**src/rtl/laser_lane_receiver.sv**
```systemverilog
// laser_lane_receiver: LaserDrop 4-lane optical receiver (START hunt, nibble-pair deserialiser, byte handshake).
// Define LASER_RX_CHECKSUM_EN to expect a trailing XOR checksum byte before STOP.
module laser_lane_receiver #(
  parameter int CLKS_PER_BIT = 4,
  parameter int PACKET_BYTES = 2
) (
  input  logic       clock,
  input  logic       resetN,
  input  logic [3:0] lanes,
  output logic [7:0] rx_byte,
  output logic       rx_byte_valid,
  input  logic       rx_byte_ready,
  output logic       data_valid,
  output logic       frame_error,
  output logic [7:0] byte_count
);

  localparam int CW = $clog2(CLKS_PER_BIT + 1);
  localparam logic [CW-1:0] HALF_LAST = CW'(CLKS_PER_BIT / 2 - 1);
  localparam logic [CW-1:0] FULL_LAST = CW'(CLKS_PER_BIT - 1);
  localparam logic [7:0]    LAST_BYTE = 8'(PACKET_BYTES - 1);

  typedef enum logic [2:0] {IDLE, START_CHK, DATA, CSUM, STOP} state_t;

  state_t        state;
  logic [3:0]    sync1;
  logic [3:0]    sym;
  logic          armed;
  logic [CW-1:0] bit_cnt;
  logic          nib_hi;
  logic [3:0]    low_nib;
  logic [7:0]    byte_idx;
  logic          bad;
`ifdef LASER_RX_CHECKSUM_EN
  logic [7:0]    csum_xor;
`endif

  logic       full_tick;
  logic [7:0] assembled;
  assign full_tick = (bit_cnt == FULL_LAST);
  assign assembled = {sym, low_nib};

  // Sample points sit mid-symbol: half a symbol after START is seen, then every full symbol.
  always_ff @(posedge clock or negedge resetN) begin
    if (!resetN) begin
      state         <= IDLE;
      sync1         <= 4'h0;
      sym           <= 4'h0;
      armed         <= 1'b0;
      bit_cnt       <= '0;
      nib_hi        <= 1'b0;
      low_nib       <= 4'h0;
      byte_idx      <= 8'h00;
      bad           <= 1'b0;
`ifdef LASER_RX_CHECKSUM_EN
      csum_xor      <= 8'h00;
`endif
      rx_byte       <= 8'h00;
      rx_byte_valid <= 1'b0;
      data_valid    <= 1'b0;
      frame_error   <= 1'b0;
      byte_count    <= 8'h00;
    end else begin
      sync1       <= lanes;
      sym         <= sync1;
      data_valid  <= 1'b0;
      frame_error <= 1'b0;
      bit_cnt     <= bit_cnt + CW'(1);
      if (rx_byte_valid && rx_byte_ready) rx_byte_valid <= 1'b0;

      case (state)
        IDLE: begin
          if (sym == 4'h0) armed <= 1'b1;
          if (armed && sym == 4'hF) begin
            state   <= START_CHK;
            bit_cnt <= '0;
          end
        end
        START_CHK: begin
          if (bit_cnt == HALF_LAST) begin
            bit_cnt <= '0;
            if (sym == 4'hF) begin
              state      <= DATA;
              nib_hi     <= 1'b0;
              byte_idx   <= 8'h00;
              byte_count <= 8'h00;
              bad        <= 1'b0;
`ifdef LASER_RX_CHECKSUM_EN
              csum_xor   <= 8'h00;
`endif
            end else begin
              state <= IDLE;
            end
          end
        end
        DATA: begin
          if (full_tick) begin
            bit_cnt <= '0;
            nib_hi  <= !nib_hi;
            if (!nib_hi) begin
              low_nib <= sym;
            end else begin
`ifdef LASER_RX_CHECKSUM_EN
              csum_xor <= csum_xor ^ assembled;
`endif
              // A byte still waiting for the consumer is never overwritten.
              if (!rx_byte_valid || rx_byte_ready) begin
                rx_byte       <= assembled;
                rx_byte_valid <= 1'b1;
                byte_count    <= byte_count + 8'd1;
              end else begin
                bad <= 1'b1;
              end
              byte_idx <= byte_idx + 8'd1;
`ifdef LASER_RX_CHECKSUM_EN
              if (byte_idx == LAST_BYTE) state <= CSUM;
`else
              if (byte_idx == LAST_BYTE) state <= STOP;
`endif
            end
          end
        end
`ifdef LASER_RX_CHECKSUM_EN
        CSUM: begin
          if (full_tick) begin
            bit_cnt <= '0;
            nib_hi  <= !nib_hi;
            if (!nib_hi) begin
              low_nib <= sym;
            end else begin
              if (assembled != csum_xor) bad <= 1'b1;
              state <= STOP;
            end
          end
        end
`endif
        STOP: begin
          if (full_tick) begin
            bit_cnt <= '0;
            if (sym == 4'h0 && !bad) data_valid <= 1'b1;
            else frame_error <= 1'b1;
            state <= IDLE;
            armed <= 1'b0;
          end
        end
        default: state <= IDLE;
      endcase
    end
  end

endmodule
```
**config.mk**
```make
export PLATFORM = sky130hd
export DESIGN_NAME = laser_lane_receiver
export DESIGN_NICKNAME = d
export VERILOG_FILES = /design/src/rtl/laser_lane_receiver.sv
export SDC_FILE = /design/constraint.sdc
export NUM_CORES = 1
export LEC_CHECK = 0
export ABC_AREA = 1
export BUFFER_PORTS_ARGS = -buffer_cell sky130_fd_sc_hd__buf_2
export CAP_MARGIN = 20
export CORE_ASPECT_RATIO = 1.1
export CORE_UTILIZATION = 58
export CTS_BUF_LIST = sky130_fd_sc_hd__clkbuf_4
export DETAILED_ROUTE_END_ITERATION = 12
export PLACE_DENSITY = 0.79
export SYNTH_ARGS = -nofsm -noshare
export SYNTH_HDL_FRONTEND = slang
export SYNTH_SLANG_ARGS = --single-unit
```
**constraint.sdc**
```tcl
create_clock -name clock -period 2.74 [get_ports clock]
set_clock_uncertainty 0.2 [all_clocks]
set_input_delay 0.274 -clock clock [delete_from_list [all_inputs] [get_ports clock]]
set_output_delay 0.274 -clock clock [all_outputs]
set_load 0.02 [all_outputs]
```
==> impl_results.rst <==
.. list-table::
   :header-rows: 1

   * - Metric
     - Value
   * - Detail-routed via count per cell
     - 5.03
   * - Peak supply drop
     - 447 µV
   * - Number of remaining DRC errors
     - 0
   * - Gr ovfl total
     - 0
   * - Placement Rows
     - 23
   * - First-pass GRT wire length
     - 6.99 mm
   * - Number of input and output port buffers inserted
     - 25
   * - Share of post-route cells with drive strength above 1
     - 17.2%
   * - Number of slew-limit violations in the final report
     - 0
   * - Detail Placement HPWL
     - 3.03 mm
   * - Terminus of the critical flop-to-flop path
     - byte_count[1]
   * - Count of maximum capacitance violations
     - 0
   * - Overall die area
     - 4250 µm²
   * - Power Internal
     - 1280 µW
   * - Hold violation total from the final report
     - 0
   * - Critical path capture point type
     - flop
   * - Total Routed Length
     - approximately 4.1 mm
   * - Avg Synthesized Cell Area
     - 8.49 µm²
   * - Met1 WL
     - about 1.9 mm
   * - Layout area overhead
     - 13.0%
   * - WS Path Type
     - reg -> reg
   * - Routed length per instance
     - 11.5 µm
   * - Root buffer selected by CTS
     - sky130_fd_sc_hd__clkbuf_4
   * - Fraction of the yosys area taken by sequential cells
     - 51.8%
   * - Aggregate negative setup slack
     - 0 ps
   * - Sink Count
     - 48
   * - Post-synthesis instance area
     - 2320 µm²
   * - Post-CTS Setup Inserts
     - 0
   * - Sequential power share
     - roughly 44%
   * - Starting DRT DRC Count
     - 99
   * - Power spent charging and discharging nets
     - 859 µW
   * - Worst hold path class
     - in -> reg
   * - Top achievable clock speed
     - 0.516 GHz
   * - Minimum clock period
     - just under 2000 ps
   * - Critical Path AT
     - 2040 ps
   * - Initial standard-cell utilization of the core
     - around three fifths
   * - Share of total power consumed by net switching
     - 40.2%
   * - Clock power share
     - 19.4%
   * - Diode insertion count for antenna repair
     - 0
   * - Pin count of the biggest net entering global routing
     - 31
   * - Met2 Wirelength
     - 1.94 mm
   * - Async set-reset flop share out of synthesis
     - 100%
   * - Total setup violations reported at the end of the flow
     - 0
   * - Power density over cell area
     - 817 nW/µm²
   * - CTS HTree Levels
     - 2
   * - Sum of internal, switching and leakage power
     - 2140 µW
   * - Die outline width
     - 62.3 µm
   * - List of most frequent post-synthesis cells
     - sky130_fd_sc_hd__nand2_1, sky130_fd_sc_hd__dfrtp_1, sky130_fd_sc_hd__inv_1
   * - Comb pwr share
     - 36.8%
   * - Post-synth top flop
     - sky130_fd_sc_hd__dfrtp_1
   * - Number of warnings reported in the yosys synthesis log
     - 0
   * - Reg-to-reg slack, setup
     - 800 ps
   * - Slew @ Worst Pin
     - 633 ps
   * - Share of the clock period used by the worst path
     - 70.7%
   * - Number of nets with antenna violations after routing
     - 0
   * - Via count of the first global-routing pass
     - 1630
   * - Pleak
     - 0.00137 µW
   * - Clock tree from TritonCTS
     - yes
   * - Result of the run
     - finished clean
   * - Most used standard cell by instance count after synthesis
     - sky130_fd_sc_hd__nand2_1
   * - Area contributors post-synth
     - sky130_fd_sc_hd__dfrtp_1, sky130_fd_sc_hd__nand2_1, sky130_fd_sc_hd__inv_1
   * - Launch instance of the worst register-to-register path
     - bit_cnt[0]
   * - Setup ws final
     - 803 ps
   * - Die boundary height
     - 68.3 µm
   * - Required @ worst endpoint
     - 2840 ps
   * - Final nets
     - 322
   * - Nets in the synthesized netlist
     - 287
   * - Worst R2R Path Depth
     - 9
   * - Max Root-Sink Buffers
     - 2
   * - Synth Register Bits
     - 48
   * - Uppermost signal routing layer after detailed routing
     - met4
   * - Number of search-and-repair iterations in the first detailed-routing pass
     - 4
   * - Worst Min Path Start
     - rx_byte_ready
   * - Met3 routed wirelength
     - 164 µm
   * - IO Count
     - 26
   * - Top fanout value on the critical path
     - 12
   * - Worst Setup Slack post-DPL
     - just over 800 ps
   * - Total number of vias
     - 1805
   * - Clock insertion delay at the later pin of the skew report
     - 370 ps
   * - Clk slew on worst S/H paths
     - 150 ps
   * - Cell taking the most area after synthesis
     - sky130_fd_sc_hd__dfrtp_1
   * - Final weighted congestion of routability-driven global placement
     - 0.866
   * - Number of flops mapped to enable cells by yosys
     - 0
   * - RSZ-0062 raised after global routing
     - false
   * - Instance count of the mapped netlist
     - 273
   * - Core outline area
     - between 3000 and 4000 µm²
   * - Top cell type's share of synthesized area
     - 51.8%
   * - Total GRT Usage
     - 21.5%
   * - Number of antenna violations at the first check in global routing
     - 0
   * - Max transition margin
     - between 50% and 60%
   * - Number of buffers inserted during clock tree synthesis
     - 5
   * - Hold path cells
     - 4
   * - Launching element type of the critical path
     - flop
   * - Yosys cell types
     - 27
   * - Worst hold endpoint
     - rx_byte_valid
   * - Filler instances
     - 313
[cells in the final DEF, fill, tap and decap left out, drive strengths merged]
master	n
nand2	87
dfrtp	48
inv	33
buf	27
nor2	26
o21ai	24
nand3	23
ha	7
nand4	5
clkbuf	5
dlygate4sd3	5
xor2	3
o21bai	3
clkinv	3
a31oi	2
nor3	2
nor3b	2
o31ai	1
a21oi	1
or2	1
bufinv	1
[area by class of cell]
| cell class | count | area (µm²) | area share, % |
|---|---|---|---|
| sequential | 48 | 1200 | 45.9 |
| multi-input combinational | 187 | 956 | 36.5 |
| timing repair buffer | 32 | 190 | 7.27 |
| inverter | 34 | 128 | 4.88 |
| tap | 50 | 62.6 | 2.39 |
| clock inverter | 3 | 42.5 | 1.63 |
| clock buffer | 5 | 37.5 | 1.43 |
[sequential cells by signal (all words and copies together) (netlist names), 3 cells and up]
signal and cells:
byte_count 8, byte_idx 8, rx_byte 8, low_nib 4
sym 4, sync1 4, bit_cnt 3, state 3
[per-layer routing]
metal / up-vias / global-route usage [%]
li1: 938 / -
met1: 826 / 25.4
met2: 34 / 38.6
met3: 7 / 4.67
met4: 0 / 9.59
met5: - / 0
[per-stage QoR]
stage | hold slack (ps) | utilization (%) | area [µm²] | cells
finish | 75.0 | 70.0 | 2620 | 359
global route | 110 | 70.0 | 2620 | 359
CTS | 77.7 | 70.0 | 2620 | 359
detailed placement | 127 | 66.5 | 2490 | 346
global placement | 121 | 66.5 | 2490 | 346
floorplan | -222 | - | 2320 | 273
[cells by family (layout without fill, tap and decap cells)]
logic type      Yosys count  after routing  share of synthesized area [%]
fa+ha+maj                 7              7                           3.78
xor+xnor                  3              3                           1.13
buf+inv                  38             74                           6.91
simple gates            146            146                           28.5
compound gates           31             31                           7.88
flops                    48             48                           51.8
[critical path: stages, from the launching register on]
cell and delay [ps]:
sky130_fd_sc_hd__dfrtp_1 420, sky130_fd_sc_hd__ha_1 220, sky130_fd_sc_hd__ha_1 230, sky130_fd_sc_hd__nand2_1 130
sky130_fd_sc_hd__clkinv_1 130, sky130_fd_sc_hd__nand2_1 70, sky130_fd_sc_hd__nand2_1 80, sky130_fd_sc_hd__nand3_2 240
sky130_fd_sc_hd__nand2_1 80, sky130_fd_sc_hd__o21ai_1 80
[what timing repair did]
action	CTS	global route
hold buffers	5	0
endpoints found under the hold margin	32	0
resized for setup	0	0
[how the worst max path moves through the flow]
stage / end / start / cells after the start
floorplan: byte_count[0] / bit_cnt[0] / 10
global placement: byte_count[5] / bit_cnt[0] / 9
detailed placement: byte_count[5] / bit_cnt[0] / 9
CTS: byte_count[5] / bit_cnt[0] / 9
global route: byte_count[7] / bit_cnt[0] / 9
finish: byte_count[1] / bit_cnt[0] / 9
[power by group through the flow]
stage / Sequential [µW] / Combinational, µW / Clock, µW
2_1_floorplan: 988 / 589 / 0
3_3_place_gp: 945 / 770 / 0
6_report: 935 / 788 / 416
5_1_grt: 956 / 892 / 448
3_5_place_dp: 949 / 785 / 0
4_1_cts: 935 / 794 / 425
(Power assumes the default switching activity.)
